File: src/rtl/cpu_pkg.sv
// Shared core definitions: branch command encodings, opcodes and the squash NOP word.
// Imported by the fetch stage and by CPU_Controller.
package cpu_pkg;

    typedef enum logic [1:0] {
        BR_NONE = 2'd0,
        BR_JUMP = 2'd1,
        BR_BNE  = 2'd2,
        BR_BEZ  = 2'd3
    } br_cmd_t;

    localparam logic [5:0] OP_RTYPE = 6'b000000;
    localparam logic [5:0] OP_NOP   = 6'b000001;
    localparam logic [5:0] OP_JUMP  = 6'b000010;
    localparam logic [5:0] OP_BEZ   = 6'b000100;
    localparam logic [5:0] OP_BNE   = 6'b000101;

    localparam logic [31:0] NOP_WORD = {OP_NOP, 26'd0};

    function automatic logic [31:0] sext16(input logic [15:0] v);
        return {{16{v[15]}}, v};
    endfunction

endpackage

File: src/rtl/fetch_stage_if.sv
// Fetch stage bundle: imem port, ID-stage branch inputs, IF/ID register outputs.
// slave = the fetch stage, master = its surroundings (imem, decoder, hazard unit).
interface fetch_stage_if #(parameter int ADDR_WIDTH = 32);
    import cpu_pkg::*;

    logic                  Freeze;
    br_cmd_t               BranchCommand;
    logic [31:0]           Val1;
    logic [31:0]           Val2;
    logic [ADDR_WIDTH-1:0] Imem_Addr;
    logic [31:0]           Imem_Data;
    logic [31:0]           Instruction_ID;
    logic [ADDR_WIDTH-1:0] PC_ID;
    logic                  Valid_ID;
    logic                  Br_Taken;

    modport slave (
        input  Freeze, BranchCommand, Val1, Val2, Imem_Data,
        output Imem_Addr, Instruction_ID, PC_ID, Valid_ID, Br_Taken
    );

    modport master (
        output Freeze, BranchCommand, Val1, Val2, Imem_Data,
        input  Imem_Addr, Instruction_ID, PC_ID, Valid_ID, Br_Taken
    );

endinterface

File: src/rtl/branch_unit.sv
// ID-stage branch resolution: operand compare, taken decision and target select.
// Purely combinational; a frozen or squashed ID slot never reports taken.
module branch_unit
    import cpu_pkg::*;
#(
    parameter int ADDR_WIDTH = 32
) (
    input  br_cmd_t               cmd,
    input  logic [31:0]           val1,
    input  logic [31:0]           val2,
    input  logic [25:0]           instr_low,
    input  logic [ADDR_WIDTH-1:0] pc_id,
    input  logic                  valid_id,
    input  logic                  freeze,
    output logic                  taken,
    output logic [ADDR_WIDTH-1:0] target
);

    logic                  live;
    logic                  equal;
    logic [31:0]           br_off;
    logic [ADDR_WIDTH-1:0] br_target;
    logic [ADDR_WIDTH-1:0] jmp_target;

    assign live       = valid_id & ~freeze;
    assign equal      = (val1 == val2);
    assign br_off     = sext16(instr_low[15:0]) << 2;
    assign br_target  = pc_id + ADDR_WIDTH'(br_off);
    assign jmp_target = {pc_id[ADDR_WIDTH-1:28], instr_low, 2'b00};

    always_comb begin
        taken  = 1'b0;
        target = br_target;
        case (cmd)
            BR_JUMP: begin
                taken  = live;
                target = jmp_target;
            end
            BR_BEZ:  taken = live & equal;
            BR_BNE:  taken = live & ~equal;
            default: taken = 1'b0;
        endcase
    end

endmodule

File: src/rtl/fetch_stage.sv
// PC register, IF/ID pipeline register and ID-stage redirect; fetch latency 1, taken branch costs one bubble.
// Freeze holds PC and IF/ID; update priority is Rst > Freeze > redirect > sequential fetch.
module fetch_stage
    import cpu_pkg::*;
#(
    parameter int                    ADDR_WIDTH = 32,
    parameter logic [ADDR_WIDTH-1:0] RESET_PC   = '0
) (
    input  logic          Clk,
    input  logic          Rst,
    fetch_stage_if.slave  fif
);

    logic [ADDR_WIDTH-1:0] pc;
    logic [ADDR_WIDTH-1:0] pc_plus4;
    logic [ADDR_WIDTH-1:0] pc_id;
    logic [31:0]           instr_id;
    logic                  valid_id;
    logic                  taken;
    logic [ADDR_WIDTH-1:0] target;

    assign pc_plus4 = pc + ADDR_WIDTH'(4);

    branch_unit #(.ADDR_WIDTH(ADDR_WIDTH)) u_branch (
        .cmd       (fif.BranchCommand),
        .val1      (fif.Val1),
        .val2      (fif.Val2),
        .instr_low (instr_id[25:0]),
        .pc_id     (pc_id),
        .valid_id  (valid_id),
        .freeze    (fif.Freeze),
        .taken     (taken),
        .target    (target)
    );

    // A redirect overwrites the word fetched this cycle with a NOP so it never executes.
    always_ff @(posedge Clk) begin
        if (Rst) begin
            pc       <= {RESET_PC[ADDR_WIDTH-1:2], 2'b00};
            instr_id <= NOP_WORD;
            pc_id    <= '0;
            valid_id <= 1'b0;
        end else if (fif.Freeze) begin
            pc       <= pc;
            instr_id <= instr_id;
            pc_id    <= pc_id;
            valid_id <= valid_id;
        end else if (taken) begin
            pc       <= target;
            instr_id <= NOP_WORD;
            pc_id    <= '0;
            valid_id <= 1'b0;
        end else begin
            pc       <= pc_plus4;
            instr_id <= fif.Imem_Data;
            pc_id    <= pc_plus4;
            valid_id <= 1'b1;
        end
    end

    assign fif.Imem_Addr      = pc;
    assign fif.Instruction_ID = instr_id;
    assign fif.PC_ID          = pc_id;
    assign fif.Valid_ID       = valid_id;
    assign fif.Br_Taken       = taken;

endmodule

File: src/flat_wrapper.sv
// flat-port wrapper written by rule: the top's interface ports become plain ports
module fetch_stage_flat import cpu_pkg::*;
#(
    parameter int                    ADDR_WIDTH = 32,
    parameter logic [ADDR_WIDTH-1:0] RESET_PC   = '0
)
  (Clk, Rst, fif_Freeze, fif_BranchCommand, fif_Val1, fif_Val2, fif_Imem_Data, fif_Imem_Addr, fif_Instruction_ID, fif_PC_ID, fif_Valid_ID, fif_Br_Taken);
  fetch_stage_if #(.ADDR_WIDTH(ADDR_WIDTH)) fif_i ();
  input  logic Clk;
  input  logic Rst;
  input wire logic [$bits(fif_i.Freeze)-1:0] fif_Freeze;
  input wire logic [$bits(fif_i.BranchCommand)-1:0] fif_BranchCommand;
  input wire logic [$bits(fif_i.Val1)-1:0] fif_Val1;
  input wire logic [$bits(fif_i.Val2)-1:0] fif_Val2;
  input wire logic [$bits(fif_i.Imem_Data)-1:0] fif_Imem_Data;
  output wire logic [$bits(fif_i.Imem_Addr)-1:0] fif_Imem_Addr;
  output wire logic [$bits(fif_i.Instruction_ID)-1:0] fif_Instruction_ID;
  output wire logic [$bits(fif_i.PC_ID)-1:0] fif_PC_ID;
  output wire logic [$bits(fif_i.Valid_ID)-1:0] fif_Valid_ID;
  output wire logic [$bits(fif_i.Br_Taken)-1:0] fif_Br_Taken;
  assign fif_i.Freeze = fif_Freeze;
  assign fif_i.BranchCommand = fif_BranchCommand;
  assign fif_i.Val1 = fif_Val1;
  assign fif_i.Val2 = fif_Val2;
  assign fif_i.Imem_Data = fif_Imem_Data;
  assign fif_Imem_Addr = fif_i.Imem_Addr;
  assign fif_Instruction_ID = fif_i.Instruction_ID;
  assign fif_PC_ID = fif_i.PC_ID;
  assign fif_Valid_ID = fif_i.Valid_ID;
  assign fif_Br_Taken = fif_i.Br_Taken;
  fetch_stage #(.ADDR_WIDTH(ADDR_WIDTH), .RESET_PC(RESET_PC)) u_core (.Clk(Clk), .Rst(Rst), .fif(fif_i));
endmodule
File: config.mk
export PLATFORM = sky130hd
export DESIGN_NAME = fetch_stage_flat
export DESIGN_NICKNAME = d
export VERILOG_FILES = /design/src/rtl/cpu_pkg.sv /design/src/rtl/fetch_stage_if.sv /design/src/rtl/branch_unit.sv /design/src/rtl/fetch_stage.sv /design/src/flat_wrapper.sv
export SDC_FILE = /design/constraint.sdc
export NUM_CORES = 1
export LEC_CHECK = 0
export ABC_AREA = 1
export CAP_MARGIN = 0
export CELL_PAD_IN_SITES_DETAIL_PLACEMENT = 0
export CELL_PAD_IN_SITES_GLOBAL_PLACEMENT = 1
export CORE_MARGIN = 8
export CORE_UTILIZATION = 33
export DETAILED_ROUTE_END_ITERATION = 7
export PLACE_DENSITY_LB_ADDON = 0.08
export SETUP_SLACK_MARGIN = 0.05
export SLEW_MARGIN = 5
export SYNTH_ARGS = -nofsm -noshare
export SYNTH_HDL_FRONTEND = slang
export SYNTH_SLANG_ARGS = --single-unit
export TNS_END_PERCENT = 10
File: constraint.sdc
create_clock -name Clk -period 2.8 [get_ports Clk]
set_input_delay 0.42 -clock Clk [delete_from_list [all_inputs] [get_ports Clk]]
set_output_delay 0.42 -clock Clk [all_outputs]
set_load 0.02 [all_outputs]
==> impl_results.md <==
* Biggest area consumer among synthesized cells: dfxtp_1
* Chip Height at 166 um
* Num CTS Buffers at 9
* Required @ worst endpoint at 2.38 ns
* Top FF cell, synth: dfxtp_1
* Synth Cell Area at 7440 sq um
* Hpwl dp at 23,600 um
* Layout cells sized above 1 at 5.32%
* Worst hold-check path type: reg2reg
* Post-synth EDFFs at 0
* Core Region at 22,400 sq um
* Largest cells by area after synthesis: dfxtp_1, nand2_1, inv_1
* Vias post-DR at 8,294
* Pin count of the biggest net entering global routing at 52
* CTS Buffer Depth at 2
* Yosys top cell area share at 26.1%
* Worst-margin pin slew at 0.655 ns
* CP startpoint kind: input pin
* Cells after Synth at 1,253
* Critical path class: in2out
* Period minus WS final at 2.60 ns
* Vias in the first global route at 8,284
* PwrDens at 407 nW/um^2
* Fillcell total at 2,469
* Drt pass-1 iters at 6
* Die Wd at 166 um
* Worst-Skew Late Latency at 0.37 ns
* Final Wtd Congestion at 0.904
* RSZ-0062 raised after global routing: yes
* Final wirelength at 29,800 um
* Worst r2r src: u_core.fif.PC_ID[2]
* First-pass GRT wire length at 46,800 um
* Synth cell types at 33
* Synth-to-layout area growth at 35.8%
* Synth warnings at 0
* Worst Path Arrival at 2.18 ns
* Yosys reg bits at 97
* Static leakage at 4.67 nW
* Final Hold Vio Count at 0
* Syn_area_per_cell at 5.94 sq um
* CTS tree: built
* 1st-iter DRT viols at 576
* Ys async rst share at 0%
* CTS Sinks at 97
* Placed Area at 9770 sq um
* Starting Density at 33.3%
* Pins over their slew limit at 0
* Worst slack at placement at -0.161 ns
* Worst Path Max Fanout at 3
* I/O Pins at 199
* Initial antenna violation count at 0
* Post-CTS Setup Bufs at 0
* Sequential share of the synthesized area at 26.1%
* Worst setup margin at 0.199 ns
* Critical path endpoint category: output pin
* Maximum VDD drop at 0.265 mV
* DR DRC count at 0
* Hold Worst Slack at 0.471 ns
* ANT cells at 0
* Nets at 1,574
* Die Footprint at 27,600 sq um
* Critical Path Start: fif_Val1[27]
* PortBufs at 198
* GRT Overall Usage at 21.3%
* CTS root buf: clkbuf_16
* Wire per inst at 17.2 um
* Htree depth at 3
* FMAX at 0.384 GHz
* # rows at 55
* Crit share post-route at 92.9%
* Outcome: complete, no violations
* Final setup fails at 0
* Clock-pin slew on the worst setup and hold paths at 0.09 ns
* Vias per std cell at 4.79
* Final ANT Viol Nets at 0
* MaxCap Viol Count at 0
* Syn_nets at 1,385
* GRT overflow at 0
* Worst rel slew slack at 56.4%
* Clk_skew at 0.0140 ns
* Hold Startpoint: u_core.fif.Instruction_ID[30]
* Final instance area at 10,100 sq um
* Post-CTS Hold Buffers at 0
==> flip-flops by register name, summed over array words and instances (netlist names) <==
| signal | count |
|---|---|
| u_core.fif.Imem_Addr | 32 |
| u_core.fif.Instruction_ID | 32 |
| u_core.fif.PC_ID | 32 |
| u_core.fif.Valid_ID | 1 |
==> through the flow <==
step | setup TNS [ns] | util [%] | cells | power [mW]
after floorplan | 0 | - | 1253 | 2.19
after global placement | -0.150 | 43.7 | 1716 | 2.75
after detailed placement | -0.161 | 43.7 | 1716 | 2.75
after CTS | 0 | 45.1 | 1732 | 4.17
after global routing | 0 | 45.1 | 1732 | 4.32
final | 0 | 45.1 | 1732 | 4.11
==> cells in the final DEF, fill, tap and decap left out <==
master and count:
xor2_1 14, nor3_2 3, buf_4 20, nand2_2 1, nand4_1 7, nor3_1 12, clkdlybuf4s50_1 195, a21oi_1 107
inv_2 5, nand3_1 93, o21ai_1 3, nor2_4 2, nor4_1 7, nand2_1 433, inv_6 3, dfxtp_1 97
nor2_2 4, a21o_1 2, nor3b_1 1, clkdlybuf4s15_1 1, clkinv_8 1, nand3_2 13, buf_2 2, and3_1 1
clkinv_2 1, buf_12 4, o21ai_0 61, fa_1 1, bufinv_16 1, nor2_1 99, ha_1 30, clkbuf_16 9
inv_8 2, or2_2 5, xnor2_1 35, o21bai_1 2, nand3b_1 6, a211oi_1 1, nor4_2 1, inv_1 162
==> cells in the mapped netlist, drive strengths merged (5+ instances only) <==
master,number
xnor2,35
inv,168
nand3b,6
xor2,14
nand3,106
dfxtp,97
o21ai,64
nor2,105
nor3,15
ha,30
nand2,434
a21oi,107
clkbuf,30
nand4,7
buf,14
or2,5
nor4,8
==> critical path, cell delays in order <==
cell	delay [ns]
clkdlybuf4s50_1	0.47
xnor2_1	0.11
nand2_1	0.06
nor2_1	0.14
nand2_1	0.09
nor2_1	0.15
nand2_1	0.11
a21oi_1	0.23
nor2_4	0.07
clkdlybuf4s15_1	0.31
==> final timing paths <==
path / slack (ns) / cells after the start / end
max: 0.20 / 10 / fif_Br_Taken
min: 0.47 / 2 / u_core.fif.Instruction_ID[30]
min reg2reg: 0.47 / 2 / u_core.fif.Instruction_ID[30]
max reg2reg: 0.29 / 15 / u_core.fif.Imem_Addr[16]
==> final cells by class <==
type                            count  area (sq um)  share of cell area (%)
Clock buffer                        9           225                    2.23
Inverter                          168           632                    6.26
Sequential cell                    97          1940                    19.2
Multi-Input combinational cell    944          4640                    46.0
Clock inverter                      7          95.1                   0.942
Timing Repair Buffer              222          2200                    21.8
Tap cell                          285           357                    3.53
==> layer usage <==
| metal | share of wire, % | track usage [%] | vias up | routed length, um |
|---|---|---|---|---|
| met2 | 49 | 37.4 | 200 | 14600 |
| met3 | 5.9 | 5.32 | 19 | 1770 |
| met1 | 44 | 25.9 | 3748 | 13100 |
| li1 | - | - | 4327 | - |
| met5 | 0 | 0 | - | 0 |
| met4 | 1.1 | 4.31 | 0 | 321 |
==> repair_timing <==
action,CTS,global route
gates resized for setup,1,4
cloned,0,0
endpoints found under the setup margin,1,5
==> power by group <==
group | total (mW) | leakage, nW | switching (mW) | internal, mW
registers | 1.57 | 0.800 | 0.104 | 1.47
clock network | 1.40 | 0.158 | 0.671 | 0.726
logic | 1.15 | 3.71 | 0.634 | 0.512
==> cells by family (layout without fill, tap and decap cells) <==
| family | count (synthesis) | count (layout) | synth area share, % |
|---|---|---|---|
| AND/OR/NAND/NOR | 688 | 688 | 39.2 |
| buffers and inverters | 212 | 406 | 11.5 |
| AO/OA/AOI/OAI | 176 | 176 | 12.0 |
| flip-flops | 97 | 97 | 26.1 |
| XOR/XNOR | 49 | 49 | 5.77 |
| adder cells (fa/ha/maj) | 31 | 31 | 5.32 |
Power figures use the tool's default switching activity.
